==> src/rtl/pc_fetch.sv <==
// Instruction fetch PC sequencer: drives imem requests, buffers one stalled word, handles redirects.
// Optional macro FETCH_MISALIGN_CHECK_EN: force redirect targets to word alignment and flag addr_err.
module pc_fetch #(
    parameter logic [31:0] RESET_PC = 32'h0000_0000
) (
    input  logic        clk,
    input  logic        rst_n,
    output logic [31:0] pc,
    input  logic [31:0] pc_next,
    input  logic        redirect,
    input  logic [31:0] redirect_pc,
    input  logic        stall,
    output logic        imem_req,
    output logic [31:0] imem_addr,
    input  logic        imem_ack,
    input  logic [31:0] imem_rdata,
    output logic        inst_valid,
    output logic [31:0] inst,
    output logic [31:0] inst_pc,
    output logic        addr_err
);

    localparam int unsigned XLEN = 32;

    typedef enum logic [1:0] {
        S_IDLE,
        S_FETCH,
        S_SKID,
        S_FLUSH
    } state_t;

    state_t            state, state_d;
    logic [XLEN-1:0]   pc_d, imem_addr_d, inst_d, inst_pc_d;
    logic [XLEN-1:0]   skid_data, skid_data_d, skid_pc, skid_pc_d;
    logic              imem_req_d, inst_valid_d;
    logic [XLEN-1:0]   redir_tgt;

`ifdef FETCH_MISALIGN_CHECK_EN
    assign redir_tgt = {redirect_pc[XLEN-1:2], 2'b00};

    // One-cycle pulse for every misaligned redirect request
    always_ff @(posedge clk or negedge rst_n) begin
        if (!rst_n) begin
            addr_err <= 1'b0;
        end else begin
            addr_err <= redirect && (redirect_pc[1:0] != 2'b00);
        end
    end
`else
    assign redir_tgt = redirect_pc;
    assign addr_err  = 1'b0;
`endif

    // State and datapath registers
    always_ff @(posedge clk or negedge rst_n) begin
        if (!rst_n) begin
            state      <= S_IDLE;
            pc         <= RESET_PC;
            imem_addr  <= RESET_PC;
            imem_req   <= 1'b0;
            inst_valid <= 1'b0;
            inst       <= '0;
            inst_pc    <= '0;
            skid_data  <= '0;
            skid_pc    <= '0;
        end else begin
            state      <= state_d;
            pc         <= pc_d;
            imem_addr  <= imem_addr_d;
            imem_req   <= imem_req_d;
            inst_valid <= inst_valid_d;
            inst       <= inst_d;
            inst_pc    <= inst_pc_d;
            skid_data  <= skid_data_d;
            skid_pc    <= skid_pc_d;
        end
    end

    // Next-state and next-output logic; redirect outranks ack and stall
    always_comb begin
        state_d      = state;
        pc_d         = pc;
        imem_addr_d  = imem_addr;
        inst_valid_d = inst_valid;
        inst_d       = inst;
        inst_pc_d    = inst_pc;
        skid_data_d  = skid_data;
        skid_pc_d    = skid_pc;

        case (state)
            S_IDLE: begin
                state_d     = S_FETCH;
                imem_addr_d = pc;
                if (redirect) begin
                    pc_d        = redir_tgt;
                    imem_addr_d = redir_tgt;
                end
            end
            S_FETCH: begin
                if (redirect) begin
                    pc_d         = redir_tgt;
                    inst_valid_d = 1'b0;
                    if (imem_ack) begin
                        imem_addr_d = redir_tgt;
                    end else begin
                        state_d = S_FLUSH;
                    end
                end else if (imem_ack && (!inst_valid || !stall)) begin
                    inst_d       = imem_rdata;
                    inst_pc_d    = imem_addr;
                    inst_valid_d = 1'b1;
                    pc_d         = pc_next;
                    imem_addr_d  = pc_next;
                end else if (imem_ack) begin
                    skid_data_d = imem_rdata;
                    skid_pc_d   = imem_addr;
                    pc_d        = pc_next;
                    state_d     = S_SKID;
                end else if (inst_valid && !stall) begin
                    inst_valid_d = 1'b0;
                end
            end
            S_SKID: begin
                if (redirect) begin
                    pc_d         = redir_tgt;
                    imem_addr_d  = redir_tgt;
                    inst_valid_d = 1'b0;
                    state_d      = S_FETCH;
                end else if (!stall) begin
                    inst_d      = skid_data;
                    inst_pc_d   = skid_pc;
                    imem_addr_d = pc;
                    state_d     = S_FETCH;
                end
            end
            S_FLUSH: begin
                // Wait out the stale access; its data is never delivered
                if (redirect) begin
                    pc_d = redir_tgt;
                end
                if (imem_ack) begin
                    imem_addr_d = redirect ? redir_tgt : pc;
                    state_d     = S_FETCH;
                end
            end
        endcase

        imem_req_d = (state_d == S_FETCH) || (state_d == S_FLUSH);
    end

endmodule

==> config.mk <==
export PLATFORM = sky130hd
export DESIGN_NAME = pc_fetch
export DESIGN_NICKNAME = d
export VERILOG_FILES = /design/src/rtl/pc_fetch.sv
export SDC_FILE = /design/constraint.sdc
export NUM_CORES = 1
export LEC_CHECK = 0
export ABC_AREA = 0
export CAP_MARGIN = 15
export CORE_MARGIN = 2
export CORE_UTILIZATION = 49
export CTS_CLUSTER_DIAMETER = 120
export CTS_CLUSTER_SIZE = 12
export DETAILED_ROUTE_END_ITERATION = 8
export GPL_TIMING_DRIVEN = 0
export PLACE_DENSITY = 0.81
export SKIP_LAST_GASP = 1
export SLEW_MARGIN = 40
export SYNTH_ARGS = -nofsm -noshare
export SYNTH_HDL_FRONTEND = slang
export SYNTH_SLANG_ARGS = --single-unit
==> constraint.sdc <==
create_clock -name clk -period 2.1 [get_ports clk]
set_input_delay 0.315 -clock clk [delete_from_list [all_inputs] [get_ports clk]]
set_output_delay 0.315 -clock clk [all_outputs]
set_load 0.1 [all_outputs]
* Word-level counts from Yosys, hierarchy flattened
Cells that the tools add are included.
** Word-level totals
- Bits of input ports :: 101
- Bits in registers :: 196
** Operators by class
- Bitwise gates (word level) :: 2
- Reduce and logical (&&, ||, !) cells :: 13
- Muxes and demuxes :: 36
- Eq/ne operators :: 17
** Operators by type and width (count)
- $mux W32 :: 18
- $pmux W32 S2 :: 3
- $pmux W32 S4 :: 1
- $mux W2 :: 7
- $ne A2 B2 Y1 const B :: 6
- $ne A4 B4 Y1 const B :: 3
- $reduce_and A4 Y1 :: 3
- $ne A3 B3 Y1 const B :: 3
- $pmux W2 S4 :: 1
- $eq A2 B2 Y1 const B :: 3
- $mux W1 :: 5
- $reduce_and A5 Y1 :: 1
- $eq A2 B1 Y1 const B :: 2
- $reduce_or A3 Y1 :: 1
- $logic_and A1 B1 Y1 :: 2
- $logic_not A1 Y1 :: 2
- $logic_not A2 Y1 :: 1
- $logic_or A1 B1 Y1 :: 2
- $not A1 Y1 :: 2
- $pmux W1 S2 :: 1
- $reduce_bool A2 Y1 :: 1

* Logic depth before layout (Yosys ltp)
- Depth after elaboration :: 8
- Gate-level depth with buffers :: 10
- Mapped depth without buffers :: 6

* Least setup slack after synthesis
No wires, ideal clock.
- Kind :: reg2reg
- Start point :: register inst_valid
- End point :: register skid_pc[2]
- Library setup time :: 126 ps
- Buffers on the path :: 1
- Slack :: -32 ps
- Arrival time :: 2006 ps
- Clock period less this slack :: 2132 ps
- Cell stages (with the launch flop) :: 5
- Path through :: dfrtp_1 nand3b_1 nor2_4 buf_4 mux2_2
** Between the ends
- Word-level cells in the longest chain between the ends :: 5
** RTL lines
- from (decl) :: line 17 : output logic inst_valid,
- from (signal assigned) :: line 71 : inst_valid <= inst_valid_d;
- $logic_not A1 Y1 :: line 108 : end else if (imem_ack && (!inst_valid || !stall)) begin
- $logic_or A1 B1 Y1 :: line 108
- $logic_and A1 B1 Y1 :: line 108
- $not A1 Y1 (no line)
- $reduce_and A4 Y1 (no line)
- to (signal assigned) :: line 75 : skid_pc <= skid_pc_d;
- to (decl) :: line 34 : logic [XLEN-1:0] skid_data, skid_data_d, skid_pc, skid_pc_d;
Every way passes these cells.
A chain may end at the register's enable or synchronous reset.

* Worst setup path after layout
- Start point :: register state[0]
- End point :: register imem_addr[25]
** Between the ends
- Word-level cells in the longest chain between the ends :: 3
- Elaborated cells between the ends (all ways) :: 10
- Classes of those cells :: eq/ne (7); mux (1); reduce/logical (2)
** RTL lines
- from (decl) :: line 32 : state_t state, state_d;
- from (signal assigned) :: line 67 : state <= state_d;
- $eq A2 B1 Y1 or $eq A2 B2 Y1 (tied branches) :: line 90 : case (state)
- $ne A3 B3 Y1 (no line) or $ne A2 B2 Y1 (tied branches)
- $reduce_and A4 Y1 (no line)
- to (signal assigned) :: line 69 : imem_addr <= imem_addr_d;
- to (decl) :: line 14 : output logic [31:0] imem_addr,
Several ways; a longest one is shown, not always the timed one.

==> results.cfg <==
[critical_path]
cp_slowest_cell = dfrtp_2
critical_path_buf_inv_count = 4
crit_type = flop to flop
cp_data_required_time_ns = 2.40
crit_family = buffers and inverters
cp_max_fo = 10
cp-end-kind = flop
worstPathArrival_ns = 2.32
path_cells = inv_1 -> ha_1 -> clkbuf_4 -> a22o_1 -> a21oi_4 -> buf_12 -> buf_8 -> mux2_2
cp-start-kind = flop
slowest_delay_ns = 0.41

[die]
start_util_pct = 50.2
core_area_mm2 = 0.0173
die_h_um = 137
num_io_pins = 232
die_w_um = 137
row_count = 48
die_area_mm2 = 0.0188

[sta]
finClkSkew_ns = 0.00685
finalSetupViolCount = 0
totalNegativeSetupSlack_ns = 0
post-route-min-period_ns = 2.01
worst_pin_slew_ns = 0.594
maxSlewViolCount = 0
fmax_mhz = 496
relSlewSlack_pct = 60.4
finalCritPeriodShare_pct = 95.9
rsz0062_at_grt = true
hold_viol = 0

[placed_design]
dpl.hpwl_um = 14900
postPlaceCellArea_mm2 = 0.0107
port_buffers = 229
post-place-cells = 1154
gp_congestion = 0.789

[drt]
vias = 6241
drtIter0Drc = 204
drc_errors = 0
wl_um = 20900
routedWlPerCell_um = 17.5
postRouteAntennaNets = 0
dr.pass1.iters = 7
avgViaCountPerCell = 5.21

[cts]
cts_tree = yes
cts_root_buf = clkbuf_16
clockBufferDepth = 2
clkLatencyLatePin_ns = 0.42
numCtsBuffers = 17
cts.sinks = 196
path_clk_slew_ns = 0.07
htreeDepth = 4

[synthesis]
seq_area_frac_synth_pct = 56.5
yosysUniqueCellTypes = 28
synth_nets = 803
syn_area_mm2 = 0.00868
yosys_warnings = 0
synth_area_per_cell_um2 = 12.4
ys.flop_type = dfrtp_1
synth_top_area_share_pct = 56.5
synth-async-reset-ratio_pct = 100
yosysTopAreaCell = dfrtp_1
synth-edff-count = 0
synthTopCellsByArea = dfrtp_1 57%, mux2_2 16%, mux2i_1 11%
synthCells = 697
ys_ff_latch = 196

[worst_hold_path]
hold_path.class = input port to flop

[global_route]
antenna_found_initial = 0
grt_pass1_vias = 6347
grt-ovfl-total = 0
track_usage_pct = 23.0
grt_max_degree = 75
grt_pass1_wl_um = 33000

[run_status]
outcome = finished, final reports clean

[finish]
diodes = 0
post-route-util_pct = 66.2
drive_above_1_share_pct = 35.6
synthToLayoutAreaGrowth_pct = 32.0
finalInstanceArea_mm2 = 0.0115
final_nets = 1065
layoutNonFillerInstCount = 1197

[flow_run]
maxCapViolCount = 0
==> metrics by stage <==
stage / setup WS [ns] / hold WS [ns]
finish: 0.0856 / 0.384
CTS: -0.00972 / 0.344
floorplan: 0.265 / 0.0194
global placement: -8.23 / 0.460
global route: -0.0331 / 0.401
detailed placement: -0.180 / 0.339
==> cell type report <==
cell class | instances | area, um2
timing repair buffer | 243 | 1840
sequential | 196 | 4910
tap | 225 | 282
fill | 1358 | 5840
buffer | 47 | 330
inverter | 5 | 18.8
clock inverter | 14 | 151
multi-input combinational | 449 | 3490
clock buffer | 18 | 429
==> what timing repair did <==
action                                 in CTS  in global routing
hold buffers                                1                  0
setup buffers                               4                  6
endpoints found under the hold margin      71                  0
setup endpoints to repair                 144                184
pin swaps                                   1                  0
gates resized for setup                     7                 22
cloned                                      0                  0
==> metal layers <==
layer	share of wire, %	global-route usage, %	vias up
met2	49	38.7	171
met5	0	0	-
met4	1.3	6.41	0
met1	44	29.4	3096
li1	-	-	2957
met3	6.0	5.96	17
==> cell usage after synthesis (2+ instances only) <==
library cell and count:
mux2i_1 96, o21ai_0 95, inv_1 5, nor2_1 3, buf_2 18, mux2_2 123, a21oi_1 3, a211oi_1 2
mux2_1 5, buf_6 3, ha_1 5, clkbuf_1 12, nand2_1 99, dfrtp_1 196, buf_4 14, o21ai_1 5
nand3_1 2
==> cells by family (layout without fill, tap and decap cells) <==
| group | count (synthesis) | in the layout | share of synthesized area (%) |
|---|---|---|---|
| other cells | 1 | 1 | 0.0432 |
| compound gates | 110 | 110 | 6.69 |
| mux | 224 | 224 | 27.7 |
| fa+ha+maj | 5 | 5 | 0.721 |
| flops | 196 | 196 | 56.5 |
| simple gates | 109 | 109 | 4.95 |
| buf+inv | 52 | 327 | 3.37 |
==> worst register-to-register path: stages (launching register included) <==
cell and delay, ns:
dfrtp_2 0.41, inv_1 0.09, ha_1 0.19, clkbuf_4 0.17
a22o_1 0.25, a21oi_4 0.15, buf_12 0.14, buf_8 0.15
mux2_2 0.35
==> cell usage in the layout, fill, tap and decap left out, types with 2 or more instances in the layout <==
| master | synthesis | final |
|---|---|---|
| dfrtp_1 | 196 | 193 |
| buf_2 | 18 | 141 |
| mux2_2 | 123 | 123 |
| nand2_1 | 99 | 99 |
| clkdlybuf4s50_1 | 0 | 98 |
| mux2i_1 | 96 | 96 |
| o21ai_0 | 95 | 93 |
| buf_4 | 14 | 19 |
| clkbuf_16 | 0 | 17 |
| clkbuf_1 | 12 | 9 |
| o21ai_1 | 5 | 7 |
| buf_6 | 3 | 6 |
| inv_1 | 5 | 5 |
| mux2_1 | 5 | 5 |
| inv_6 | 0 | 5 |
| clkbuf_4 | 0 | 4 |
| clkbuf_2 | 0 | 4 |
| buf_8 | 0 | 4 |
| ha_1 | 5 | 4 |
| clkinv_2 | 0 | 4 |
| dfrtp_2 | 0 | 3 |
| buf_16 | 0 | 3 |
| nand3_1 | 2 | 2 |
| nor2_1 | 3 | 2 |
| a211oi_1 | 2 | 2 |
| a21oi_1 | 3 | 2 |
| bufinv_16 | 0 | 2 |
| buf_12 | 0 | 2 |
==> registers in the layout (all words and copies together), names as in the netlist <==
signal / count
state: 2
imem_addr: 32
pc: 32
inst_valid: 1
inst_pc: 32
inst: 32
skid_data: 32
imem_req: 1
skid_pc: 32
==> path summary, 6_finish.rpt <==
path / start / end / slack [ns] / cells after the start
max in group asynchronous: rst_n / inst_pc[16] / 0.94 / 4
worst min register to register: inst_pc[4] / inst_pc[4] / 0.47 / 2
min in group asynchronous: rst_n / inst[27] / 0.47 / 3
worst max register to register: state[0] / imem_addr[25] / 0.09 / 8
worst max-delay path: state[0] / imem_addr[25] / 0.09 / 8
worst min-delay path: redirect / imem_req / 0.38 / 5
Power is not shown: default switching activity piles up to over one toggle a cycle in this logic, so the estimate is an artifact.
